===== config.mk =====
export PLATFORM = sky130hd
export DESIGN_NAME = envelope_vca
export DESIGN_NICKNAME = d
export VERILOG_FILES = /design/src/rtl/envelope_vca.sv
export SDC_FILE = /design/constraint.sdc
export NUM_CORES = 1
export LEC_CHECK = 0
export BUFFER_PORTS_ARGS = -buffer_cell sky130_fd_sc_hd__buf_2
export CAP_MARGIN = 40
export CORE_MARGIN = 3
export CORE_UTILIZATION = 45
export CTS_BUF_LIST = sky130_fd_sc_hd__clkbuf_2
export DETAILED_ROUTE_END_ITERATION = 8
export GPL_ROUTABILITY_DRIVEN = 0
export SETUP_SLACK_MARGIN = 0.1
export SLEW_MARGIN = 5
export SYNTH_ARGS = -nofsm -noshare
export SYNTH_HDL_FRONTEND = slang
export SYNTH_SLANG_ARGS = --single-unit

===== constraint.sdc =====
create_clock -name clk -period 8.1 [get_ports clk]
set_input_delay 0.81 -clock clk [delete_from_list [all_inputs] [get_ports clk]]
set_output_delay 0.81 -clock clk [all_outputs]
set_load 0.01 [all_outputs]

===== src/rtl/envelope_vca.sv =====
// envelope_vca: ADSR envelope generator driving a voltage-controlled amplifier.
// The envelope advances once per prescaler tick, and gate edges take priority
// over a coincident tick. The audio sample is scaled by the envelope level,
// with one clock of latency.
module envelope_vca #(
  parameter int TICK_DIV = 256
) (
  input  logic        clk,
  input  logic        rst_n,
  input  logic        gate,
  input  logic [15:0] attack_inc,
  input  logic [15:0] decay_inc,
  input  logic [15:0] sustain_lvl,
  input  logic [15:0] release_inc,
  input  logic [15:0] audio_in,
  output logic [15:0] audio_out,
  output logic [15:0] env_level,
  output logic [2:0]  state,
  output logic        active
);

  localparam logic [15:0] TICK_LAST = 16'(TICK_DIV - 1);

  typedef enum logic [2:0] {
    ST_IDLE    = 3'd0,
    ST_ATTACK  = 3'd1,
    ST_DECAY   = 3'd2,
    ST_SUSTAIN = 3'd3,
    ST_RELEASE = 3'd4
  } state_e;

  logic [15:0] presc_r;
  logic        tick_s;
  logic        gate_q_r;
  logic        rise_s;
  logic        fall_s;
  state_e      state_r;
  state_e      state_nxt_s;
  logic [15:0] level_r;
  logic [15:0] level_nxt_s;
  logic        active_r;
  logic [15:0] audio_r;
  logic [16:0] atk_sum_s;
  logic [16:0] dec_diff_s;

  // Upper 16 bits of the unsigned 32-bit product sample * level.
  function automatic logic [15:0] vca_scale(input logic [15:0] sample,
                                            input logic [15:0] level);
    return 16'(({16'd0, sample} * {16'd0, level}) >> 16);
  endfunction

  assign tick_s     = (presc_r == TICK_LAST);
  assign rise_s     = gate & ~gate_q_r;
  assign fall_s     = ~gate & gate_q_r;
  assign atk_sum_s  = {1'b0, level_r} + {1'b0, attack_inc};
  assign dec_diff_s = {1'b0, level_r} - {1'b0, decay_inc};

  // Free-running prescaler: count 0..TICK_DIV-1, then wrap to 0.
  always_ff @(posedge clk or negedge rst_n) begin
    if (!rst_n) begin
      presc_r <= 16'd0;
    end else if (presc_r == TICK_LAST) begin
      presc_r <= 16'd0;
    end else begin
      presc_r <= presc_r + 16'd1;
    end
  end

  // Envelope next-state and next-level decision; a gate edge suppresses the tick.
  always_comb begin
    state_nxt_s = state_r;
    level_nxt_s = level_r;
    case (state_r)
      ST_IDLE: begin
        level_nxt_s = 16'd0;
        if (rise_s) begin
          state_nxt_s = ST_ATTACK;
        end else begin
          state_nxt_s = ST_IDLE;
        end
      end
      ST_ATTACK: begin
        if (fall_s) begin
          state_nxt_s = ST_RELEASE;
        end else if (tick_s) begin
          if (atk_sum_s >= 17'h0FFFF) begin
            level_nxt_s = 16'hFFFF;
            state_nxt_s = ST_DECAY;
          end else begin
            level_nxt_s = atk_sum_s[15:0];
          end
        end else begin
          level_nxt_s = level_r;
        end
      end
      ST_DECAY: begin
        if (fall_s) begin
          state_nxt_s = ST_RELEASE;
        end else if (tick_s) begin
          // Underflow (bit 16 set) also counts as reaching sustain.
          if (dec_diff_s[16] || (dec_diff_s[15:0] <= sustain_lvl)) begin
            level_nxt_s = sustain_lvl;
            state_nxt_s = ST_SUSTAIN;
          end else begin
            level_nxt_s = dec_diff_s[15:0];
          end
        end else begin
          level_nxt_s = level_r;
        end
      end
      ST_SUSTAIN: begin
        if (fall_s) begin
          state_nxt_s = ST_RELEASE;
        end else if (tick_s) begin
          level_nxt_s = sustain_lvl;
        end else begin
          level_nxt_s = level_r;
        end
      end
      ST_RELEASE: begin
        if (rise_s) begin
          state_nxt_s = ST_ATTACK;
        end else if (tick_s) begin
          if (release_inc >= level_r) begin
            level_nxt_s = 16'd0;
            state_nxt_s = ST_IDLE;
          end else begin
            level_nxt_s = level_r - release_inc;
          end
        end else begin
          level_nxt_s = level_r;
        end
      end
      default: begin
        state_nxt_s = ST_IDLE;
        level_nxt_s = 16'd0;
      end
    endcase
  end

  // State, level, activity flag, gate history and scaled audio registers.
  always_ff @(posedge clk or negedge rst_n) begin
    if (!rst_n) begin
      gate_q_r <= 1'b0;
      state_r  <= ST_IDLE;
      level_r  <= 16'd0;
      active_r <= 1'b0;
      audio_r  <= 16'd0;
    end else begin
      gate_q_r <= gate;
      state_r  <= state_nxt_s;
      level_r  <= level_nxt_s;
      active_r <= (state_nxt_s != ST_IDLE);
      audio_r  <= vca_scale(audio_in, level_r);
    end
  end

  assign env_level = level_r;
  assign state     = state_r;
  assign active    = active_r;
  assign audio_out = audio_r;

endmodule


==> results of run 1 <==
-- through the flow --
step / setup WS [ns] / area [um2]
6_report: 1.47 / 14400
5_1_grt: 0.884 / 14400
4_1_cts: 1.37 / 14400
3_5_place_dp: 1.21 / 14400
3_3_place_gp: 1.27 / 14200
2_1_floorplan: 1.84 / 13300
-- Yosys cell counts, drive strengths merged (13+ instances only) --
library cell and instances:
nand4 14, nor2b 15, nand3 19, clkbuf 48, a211oi 13, o21a 16, ha 166, nor3 19
fa 196, o21ai 47, dfrtp 53, and2 125, a21o 33, nand2 182, xnor2 35, xor2 22
inv 304, a21oi 62, nor2 49
-- final cells by class --
| class | instances | area (um2) | share of cell area (%) |
|---|---|---|---|
| multi-input combinational | 1137 | 10600 | 73.5 |
| sequential | 53 | 1330 | 9.19 |
| inverter | 304 | 1140 | 7.91 |
| timing repair buffer | 136 | 813 | 5.64 |
| tap | 384 | 480 | 3.33 |
| clock inverter | 3 | 33.8 | 0.234 |
| clock buffer | 5 | 25.0 | 0.173 |
| antenna | 3 | 7.51 | 0.0520 |
-- registers in the layout, indices dropped and copies added, names as in the netlist --
name,count
presc_r,16
state,3
env_level,16
gate_q_r,1
audio_out,16
active,1
-- worst max-delay path by stage --
stage | from | endpoint | slack [ns]
4_1_cts | env_level[7] | audio_out[13] | 1.37
5_1_grt | env_level[7] | audio_out[13] | 0.88
3_3_place_gp | audio_in[7] | audio_out[13] | 1.27
3_5_place_dp | audio_in[7] | audio_out[13] | 1.21
2_1_floorplan | audio_in[7] | audio_out[15] | 1.84
6_report | env_level[7] | audio_out[13] | 1.47
-- cell families after synthesis --
family,share of synthesized area (%)
simple gates,17.6
fa+ha+maj,45.3
compound gates,12.7
buf+inv,10.0
flops,10.0
mux,0.680
xor+xnor,3.77
-- layer usage --
| layer | share of wire [%] | track usage, % | routed length [um] |
|---|---|---|---|
| met5 | 0 | 0 | 0 |
| met3 | 4.7 | 2.40 | 1680 |
| met2 | 49 | 41.9 | 17600 |
| met1 | 44 | 31.5 | 15700 |
| met4 | 2.3 | 5.73 | 814 |
-- worst reg2reg max path: cells and delay by family (launching register included) --
kind                       cells  cell delay [ns]
and+or+nand+nor                4             0.82
adders and majority gates      7             3.30
AOI/OAI and AO/OA              5             1.21
DFF                            1             0.89
xor gates and xnor gates       1             0.14
buffers and inverters          5             0.24
-- power groups by stage --
stage / Clock, mW / Combinational, mW / Sequential, mW
5_1_grt: 0.161 / 0.478 / 0.294
4_1_cts: 0.154 / 0.423 / 0.293
3_3_place_gp: 0 / 0.406 / 0.300
6_report: 0.146 / 0.423 / 0.292
3_5_place_dp: 0 / 0.419 / 0.296
2_1_floorplan: 0 / 0.274 / 0.298
==> flow_metrics.py, run 1 <==
metrics = {
    "run_status": {
        "status": "finished clean",
    },
    "critical_path": {
        "ff2ff_path_depth": 22,
        "reg2reg_from": "env_level[7]",
        "end_kind": "register",
        "crit_family": "adder cells",
        "critPathMaxFanout": 18,
        "path_cells": "nand2_1 -> fa_1 -> inv_1 -> fa_1 -> inv_1 -> fa_1 -> inv_1 -> fa_1 -> fa_1 -> inv_1 -> fa_1 -> inv_1 -> ha_1 -> nand2_1 -> o21ai_0 -> o21ai_0 -> nor3_1 -> a21oi_1 -> a211oi_1 -> o21a_1 -> nor2_1 -> xnor2_1",
        "worstSetupStartpointType": "register",
        "path_class": "reg -> reg",
        "crit_path_max_incr_delay_ns": 0.89,
        "cp_num_buf_inv": 5,
        "slowest_stage": "dfrtp_1",
        "reg2reg_setup_slack_ns": 1.47,
        "worst-path-stages": 22,
        "worstPathRequired_ns": 8.64,
        "crit_top_cell": "fa_1",
        "r2r_end": "audio_out[13]",
        "worst_ep_arrival_time_ns": 7.17,
    },
    "yosys": {
        "synth_warnings": 0,
        "synth_cells": 1544,
        "synthesis.area_mm2": 0.0133,
        "synth-seq-cells": 53,
        "synth_top_area_share_pct": 29.6,
        "synth_enable_flop_cells": 0,
        "synth_seq_area_share_pct": 10.0,
        "avgSynthCellArea_um2": 8.58,
        "syn_nets": 1989,
        "async_flop_share_pct": 100,
        "synth_cell_type_count": 73,
        "synth.area.top_cells": "fa_1, ha_1, dfrtp_1",
        "synth-main-ff-cell": "dfrtp_1",
        "yosysTopAreaCell": "fa_1",
    },
    "floorplanning": {
        "start_util_pct": 45.9,
        "core-area_mm2": 0.0289,
        "die-area_mm2": 0.0316,
        "die_height_um": 178,
        "pin_count": 119,
        "dieWidth_um": 178,
        "rows": 62,
    },
    "pwr": {
        "leakage_nw": 7.77,
        "power_frac_comb_pct": 49.2,
        "clock_power_share_pct": 16.9,
        "power_mw": 0.861,
        "swShare_pct": 45.5,
        "power_density_mw_per_mm2": 59.7,
        "ir_drop_v": 0.0000537,
        "internal_power_mw": 0.469,
        "p_switching_mw": 0.392,
        "pwr-share-seq_pct": 33.9,
    },
    "clock_tree": {
        "clkLatencyLatePin_ns": 0.58,
        "numCtsBuffers": 5,
        "clkSinkCount": 53,
        "htreeDepth": 2,
        "holdBufCountCts": 0,
        "cts_setup_buffers": 0,
        "clk_path_buf_depth": 2,
        "cts-root-buf": "clkbuf_2",
        "clk_pin_slew_ns": 0.37,
        "cts_tree": "done",
        "cts_resized": 0,
    },
    "sta": {
        "fin_skew_ns": 0.0345,
        "maxSlewViolCount": 0,
        "worstMarginPinSlew_ns": 0.836,
        "min_period_over_period_pct": 81.9,
        "setup_tns_ns": 0,
        "setup_viol": 0,
        "slew-limit-headroom_pct": 42.8,
        "hold_viol_final": 0,
        "period_needed_ns": 6.63,
        "clock.fmax_ghz": 0.151,
        "grt_setup_unrepaired": "no",
        "whs_ns": 0.284,
    },
    "flow_run": {
        "maxCapViolations": 0,
    },
    "routing": {
        "drc": 0,
        "wl_per_cell_um": 17.7,
        "vias": 10766,
        "first_pass_iters": 9,
        "drtIter0Drc": 738,
        "drtAntennaViolNets": 0,
        "drt-total-wl_mm": 35.8,
        "via_per_inst": 5.32,
    },
    "min_path": {
        "min_path_type": "in -> async",
    },
    "global_routing": {
        "first_global_vias": 11324,
        "grt_pass1_wl_mm": 58.8,
        "grt_overflow": 0,
        "grt_max_degree": 54,
        "antenna_found_initial": 1,
        "track_usage_pct": 23.8,
    },
    "place": {
        "dp.cells": 2014,
        "io_buffers": 118,
        "hpwlAfterDp_mm": 29.6,
    },
    "final_layout": {
        "finalNonFillerCells": 2025,
        "layout_commonest_cell": "inv_1",
        "area_growth_pct": 8.83,
        "finalCoreUtilization_pct": 50.0,
        "nFillCells": 2847,
        "nets": 2082,
        "drive_above_1_share_pct": 9.58,
        "final_cell_mix": "inv_1, fa_1, nand2_1, ha_1, and2_1",
    },
}
No activity file was read; power rests on OpenSTA's default activity.
==> run 2: changes to the inputs <==
Settings changed: ABC_AREA set to 1, PLACE_DENSITY set to 0.65.
Clock period 8.1 ns to 5.5 ns, I/O delays scaled along.
==> run 2 against run 1 <==
  * Clock skew is 0.0034 ns lower
  * Combinational power grew to 18 times the previous value
  * Sequential share of layout area is 1.1 points lower
  * Maximum frequency is 22% higher
  * Total power grew to 9.6 times the previous value
  * Die area is 7.1% higher
  * Flip-flop and latch count stayed put
  * Utilization is 4.0 points higher
  * Via count is 21% higher
  * Final area is 16% higher
  * Setup slack worse by 1.4 ns
  * Critical path type unchanged
  * Largest cell class unchanged
==> flow_metrics.py, run 2 <==
metrics = {
    "routing": {
        "drtAntennaViolNets": 0,
        "drt-total-wl_mm": 39.5,
        "drc": 0,
        "wl_per_cell_um": 15.3,
        "via_per_inst": 5.03,
        "vias": 13024,
        "first_pass_iters": 7,
        "drtIter0Drc": 895,
    },
    "floorplanning": {
        "core-area_mm2": 0.0309,
        "dieWidth_um": 184,
        "die_height_um": 184,
        "pin_count": 119,
        "start_util_pct": 46.0,
        "rows": 64,
        "die-area_mm2": 0.0338,
    },
    "sta": {
        "clock.fmax_ghz": 0.185,
        "min_period_over_period_pct": 98.5,
        "hold_viol_final": 0,
        "fin_skew_ns": 0.0310,
        "whs_ns": 0.0870,
        "setup_viol": 0,
        "worstMarginPinSlew_ns": 0.735,
        "period_needed_ns": 5.42,
        "slew-limit-headroom_pct": 51.0,
        "maxSlewViolCount": 0,
        "setup_tns_ns": 0,
        "grt_setup_unrepaired": "yes",
    },
    "final_layout": {
        "area_growth_pct": 17.3,
        "drive_above_1_share_pct": 18.8,
        "final_area_mm2": 0.0167,
        "nets": 2637,
        "finalCoreUtilization_pct": 54.0,
        "final_cell_mix": "nand2_1, inv_1, fa_1, ha_1, buf_4",
        "antennaDiodeCount": 0,
        "layout_commonest_cell": "nand2_1",
    },
    "pwr": {
        "leakage_nw": 10.1,
        "power_density_mw_per_mm2": 494,
        "ir_drop_v": 0.000709,
    },
    "place": {
        "place_area_mm2": 0.0159,
        "io_buffers": 118,
        "hpwlAfterDp_mm": 32.7,
    },
    "critical_path": {
        "ff2ff_path_depth": 24,
        "reg2reg_setup_slack_ns": 0.08,
        "slowest_stage": "dfrtp_2",
        "worstSetupStartpointType": "register",
        "crit_path_max_incr_delay_ns": 0.56,
        "reg2reg_from": "env_level[5]",
        "worst_ep_arrival_time_ns": 5.89,
        "worstPathRequired_ns": 5.97,
        "path_cells": "buf_6 -> nand2_2 -> inv_1 -> fa_1 -> inv_1 -> fa_1 -> fa_2 -> inv_2 -> fa_2 -> fa_1 -> inv_1 -> fa_1 -> inv_2 -> ha_4 -> nand2_2 -> buf_4 -> nor2_2 -> inv_1 -> o21ai_2 -> buf_4 -> a21o_1 -> nand2_1 -> nand2_1 -> xor2_1",
        "critPathMaxFanout": 5,
        "r2r_end": "audio_out[3]",
        "path_class": "reg -> reg",
        "end_kind": "register",
    },
    "global_routing": {
        "track_usage_pct": 23.9,
        "grt_pass1_wl_mm": 64.9,
        "grt_overflow": 0,
        "antenna_found_initial": 1,
        "grt_max_degree": 54,
        "first_global_vias": 13256,
    },
    "clock_tree": {
        "htreeDepth": 2,
        "holdBufCountCts": 0,
        "numCtsBuffers": 5,
        "cts_tree": "done",
        "clk_pin_slew_ns": 0.33,
        "clk_path_buf_depth": 2,
        "clkLatencyLatePin_ns": 0.54,
        "clkSinkCount": 53,
        "cts-root-buf": "clkbuf_2",
    },
    "yosys": {
        "async_flop_share_pct": 100,
        "synth_top_area_share_pct": 27.6,
        "synth-seq-cells": 53,
        "synth-main-ff-cell": "dfrtp_1",
        "synth_cells": 1994,
        "synth_seq_area_share_pct": 9.32,
        "synth.area.top_cells": "fa_1, ha_1, nand2_1",
        "synth_warnings": 0,
        "synth_enable_flop_cells": 0,
        "avgSynthCellArea_um2": 7.13,
        "synthesis.area_mm2": 0.0142,
        "yosysTopAreaCell": "fa_1",
        "synth_cell_type_count": 45,
        "yosysMostFrequentCell": "nand2_1",
        "synthTopCellsByCount": "nand2_1, inv_1, fa_1",
        "syn_nets": 2439,
    },
    "min_path": {
        "min_path_type": "in -> async",
    },
    "run_status": {
        "status": "finished clean",
    },
    "flow_run": {
        "maxCapViolations": 0,
    },
}
==> run 2: cell types whose count changed in the layout (fill, tap and decap cells not counted), sizes merged, moves of 15 or more <==
cell / previous run / this run
nor2b: 15 / 0
nand3: 19 / 65
inv: 304 / 529
a21o: 33 / 10
and2: 125 / 3
nand2: 182 / 541
o21ai: 47 / 64
a21oi: 62 / 88
buf: 136 / 259
nor2: 49 / 83
==> run 2: cells by family after synthesis <==
group | Yosys count | share of synthesized area, %
xor+xnor | 51 | 3.14
fa+ha+maj | 362 | 42.2
simple gates | 730 | 21.3
flops | 53 | 9.32
compound gates | 198 | 7.92
buf+inv | 600 | 16.1
==> run 2: through the flow <==
stage	setup WS (ns)	instances	power, mW
finish	0.0803	2589	8.24
global route	-0.0833	2589	9.19
CTS	0.0565	2578	7.55
detailed placement	-0.270	2546	6.70
global placement	-0.189	2544	6.68
floorplan	0.0973	1994	4.62
==> run 2: final cells by class <==
| class | instances | area [um2] |
|---|---|---|
| clock buffer | 5 | 25.0 |
| multi-input combinational | 1341 | 11000 |
| sequential | 53 | 1340 |
| timing repair buffer | 261 | 1790 |
| tap | 396 | 495 |
| fill | 3005 | 14200 |
| inverter | 530 | 1990 |
| clock inverter | 3 | 26.3 |
==> run 2: critical path, delay by kind of cell, from the launching register on <==
kind	cells	cell delay, ns
DFF	1	0.56
xor gates and xnor gates	1	0.14
and+or+nand+nor	5	0.36
buffers and inverters	9	0.74
AOI/OAI and AO/OA	2	0.31
adders and majority gates	7	3.26
==> run 2: worst max path at each step <==
stage | startpoint | to | slack [ns]
floorplan | audio_in[12] | audio_out[15] | 0.1
global placement | audio_in[7] | audio_out[14] | -0.19
detailed placement | audio_in[7] | audio_out[13] | -0.27
CTS | env_level[6] | audio_out[15] | 0.06
global route | env_level[5] | audio_out[13] | -0.08
finish | env_level[5] | audio_out[3] | 0.08
==> run 2: repair_timing <==
| item | in CTS | in global routing |
|---|---|---|
| pin swaps | 36 | 31 |
| gates resized for setup | 48 | 67 |
| cloned | 0 | 0 |
| setup buffers | 24 | 11 |
| setup endpoints to repair | 15 | 15 |
==> run 2: report_power, final <==
part	internal, mW	total (mW)	switching, mW
clock	0.0343	0.188	0.154
combinational	3.30	7.46	4.15
sequential	0.498	0.593	0.0949
==> run 2: routing by layer <==
| metal | GRT usage, % | wire length, um | vias up |
|---|---|---|---|
| met5 | 0 | 13 | - |
| met4 | 6.20 | 1000 | 2 |
| met3 | 3.46 | 2860 | 64 |
| met2 | 40.6 | 18900 | 429 |
| met1 | 32.2 | 16800 | 6194 |
| li1 | - | - | 6335 |
==> run 3: changes to the inputs <==
--- a/constraint.sdc
+++ b/constraint.sdc
@@ -3,2 +3,2 @@
 set_output_delay 0.55 -clock clk [all_outputs]
-set_load 0.01 [all_outputs]
+set_load 0.02 [all_outputs]
==> run 3 against run 2 <==
  * Total power decreased by 0.80%
  * Hold slack got worse by 0.022 ns
  * Non-clock buffer count fell by 17
  * Critical endpoint is now audio_out[15]
  * Combinational power decreased by 0.9%
  * Highest routed layer is now met4
  * Clock skew up 0.023 ns
==> flow_metrics.py, run 3 (synthesis gave the netlist of run 2 again) <==
metrics = {
    "sta": {
        "worstMarginPinSlew_ns": 0.739,
        "slew-limit-headroom_pct": 50.8,
        "min_period_over_period_pct": 98.3,
        "maxSlewViolCount": 0,
        "grt_setup_unrepaired": "yes",
        "setup_ws_ns": 0.0941,
        "whs_ns": 0.0652,
        "hold_viol_final": 0,
        "period_needed_ns": 5.41,
        "fin_skew_ns": 0.0539,
        "clock.fmax_ghz": 0.185,
        "setup_viol": 0,
    },
    "routing": {
        "first_pass_iters": 6,
        "vias": 12833,
        "drtAntennaViolNets": 0,
        "met1_length_mm": 16.9,
        "wl_met3_mm": 2.26,
        "via_per_inst": 4.99,
        "met2_length_mm": 18.3,
        "wl_per_cell_um": 15.0,
        "drc": 0,
        "top_layer_used": "met4",
        "drtIter0Drc": 921,
        "drt-total-wl_mm": 38.7,
    },
    "clock_tree": {
        "clkLatencyLatePin_ns": 0.56,
        "clk_path_buf_depth": 2,
        "holdBufCountCts": 0,
        "clkSinkCount": 53,
        "htreeDepth": 2,
        "clk_pin_slew_ns": 0.36,
        "numCtsBuffers": 5,
        "cts-root-buf": "clkbuf_2",
        "cts_tree": "done",
    },
    "global_routing": {
        "grt_max_degree": 54,
        "antenna_found_initial": 0,
        "grt_overflow": 0,
        "track_usage_pct": 23.2,
        "first_global_vias": 12986,
        "grt_pass1_wl_mm": 63.4,
    },
    "critical_path": {
        "critPathMaxFanout": 7,
        "worstPathRequired_ns": 5.94,
        "end_kind": "register",
        "slowest_stage": "dfrtp_2",
        "cp_num_buf_inv": 5,
        "crit_path_max_incr_delay_ns": 0.55,
        "reg2reg_setup_slack_ns": 0.09,
        "worstSetupStartpointType": "register",
        "worst_ep_arrival_time_ns": 5.85,
        "path_cells": "buf_6 -> nand2_2 -> fa_1 -> inv_2 -> fa_1 -> fa_1 -> fa_1 -> fa_1 -> inv_1 -> fa_1 -> inv_2 -> ha_4 -> nand2_4 -> nor4_4 -> nand2_1 -> o211ai_1 -> buf_4 -> a31oi_2 -> xor2_1",
        "crit_family": "adder cells",
        "crit_top_cell": "fa_1",
        "path_class": "reg -> reg",
    },
    "final_layout": {
        "nets": 2620,
        "drive_above_1_share_pct": 18.7,
        "layout_commonest_cell": "nand2_1",
        "area_growth_pct": 16.6,
        "finalCoreUtilization_pct": 53.7,
        "final_cell_mix": "nand2_1, inv_1, fa_1, ha_1, buf_2",
        "final_area_mm2": 0.0166,
        "antennaDiodeCount": 0,
    },
    "pwr": {
        "ir_drop_v": 0.000941,
        "pwr-share-seq_pct": 7.2,
        "internal_power_mw": 3.74,
        "swShare_pct": 54.3,
        "p_switching_mw": 4.44,
        "power_density_mw_per_mm2": 493,
        "clock_power_share_pct": 2.4,
        "power_frac_comb_pct": 90.5,
        "leakage_nw": 10.0,
    },
    "floorplanning": {
        "dieWidth_um": 184,
        "die-area_mm2": 0.0338,
        "core-area_mm2": 0.0309,
        "start_util_pct": 46.0,
        "die_height_um": 184,
        "rows": 64,
        "pin_count": 119,
    },
    "place": {
        "hpwlAfterDp_mm": 32.2,
        "pre_cts_ws_ns": -0.255,
        "io_buffers": 118,
        "place_area_mm2": 0.0159,
    },
    "flow_run": {
        "maxCapViolations": 0,
    },
    "run_status": {
        "status": "finished clean",
    },
    "min_path": {
        "min_path_type": "in -> async",
    },
}
-- run 3: repair_timing --
item / CTS / global route
gates resized for setup: 29 / 90
endpoints found under the setup margin: 16 / 16
setup buffers: 19 / 8
pin swaps: 17 / 38
-- run 3: final timing paths --
| path | from | endpoint | depth (start not counted) |
|---|---|---|---|
| setup / recovery | env_level[10] | audio_out[15] | 19 |
| hold / removal | rst_n | env_level[6] | 2 |
| setup reg to reg | env_level[10] | audio_out[15] | 19 |
| hold reg to reg | presc_r[0] | presc_r[0] | 1 |
| max in group asynchronous | rst_n | env_level[11] | 2 |
| min in group clk | gate | gate_q_r | 1 |
-- run 3: per-stage QoR --
| stage | total power, mW | instances | setup TNS (ns) |
|---|---|---|---|
| final | 8.17 | 2572 | 0 |
| after global routing | 9.14 | 2572 | -0.343 |
| after CTS | 7.37 | 2564 | 0 |
| after detailed placement | 6.67 | 2537 | -1.58 |
| after global placement | 6.66 | 2535 | -1.05 |
| after floorplan | 4.69 | 1994 | 0 |
-- run 3: layout make-up --
cell class              count  area (um2)
flip-flops and latches     53        1350
repair buffers            244        1670
inverters                 530        1990
clock inverters             3        26.3
fillers                  2973       14300
well taps                 396         495
multi-input cells        1341       11000
clock buffers               5        25.0
-- run 3: layer usage --
layer	GRT usage, %	vias to the layer above
li1	-	6295
met2	39.2	393
met4	6.74	0
met5	0	-
met3	3.17	73
met1	31.3	6072
-- run 3: power groups by stage --
stage,Combinational [mW],Sequential (mW),Clock (mW)
3_5_place_dp,6.05,0.622,0
5_1_grt,8.33,0.598,0.210
4_1_cts,6.58,0.592,0.198
3_3_place_gp,6.04,0.624,0
2_1_floorplan,4.04,0.649,0
6_report,7.39,0.588,0.192
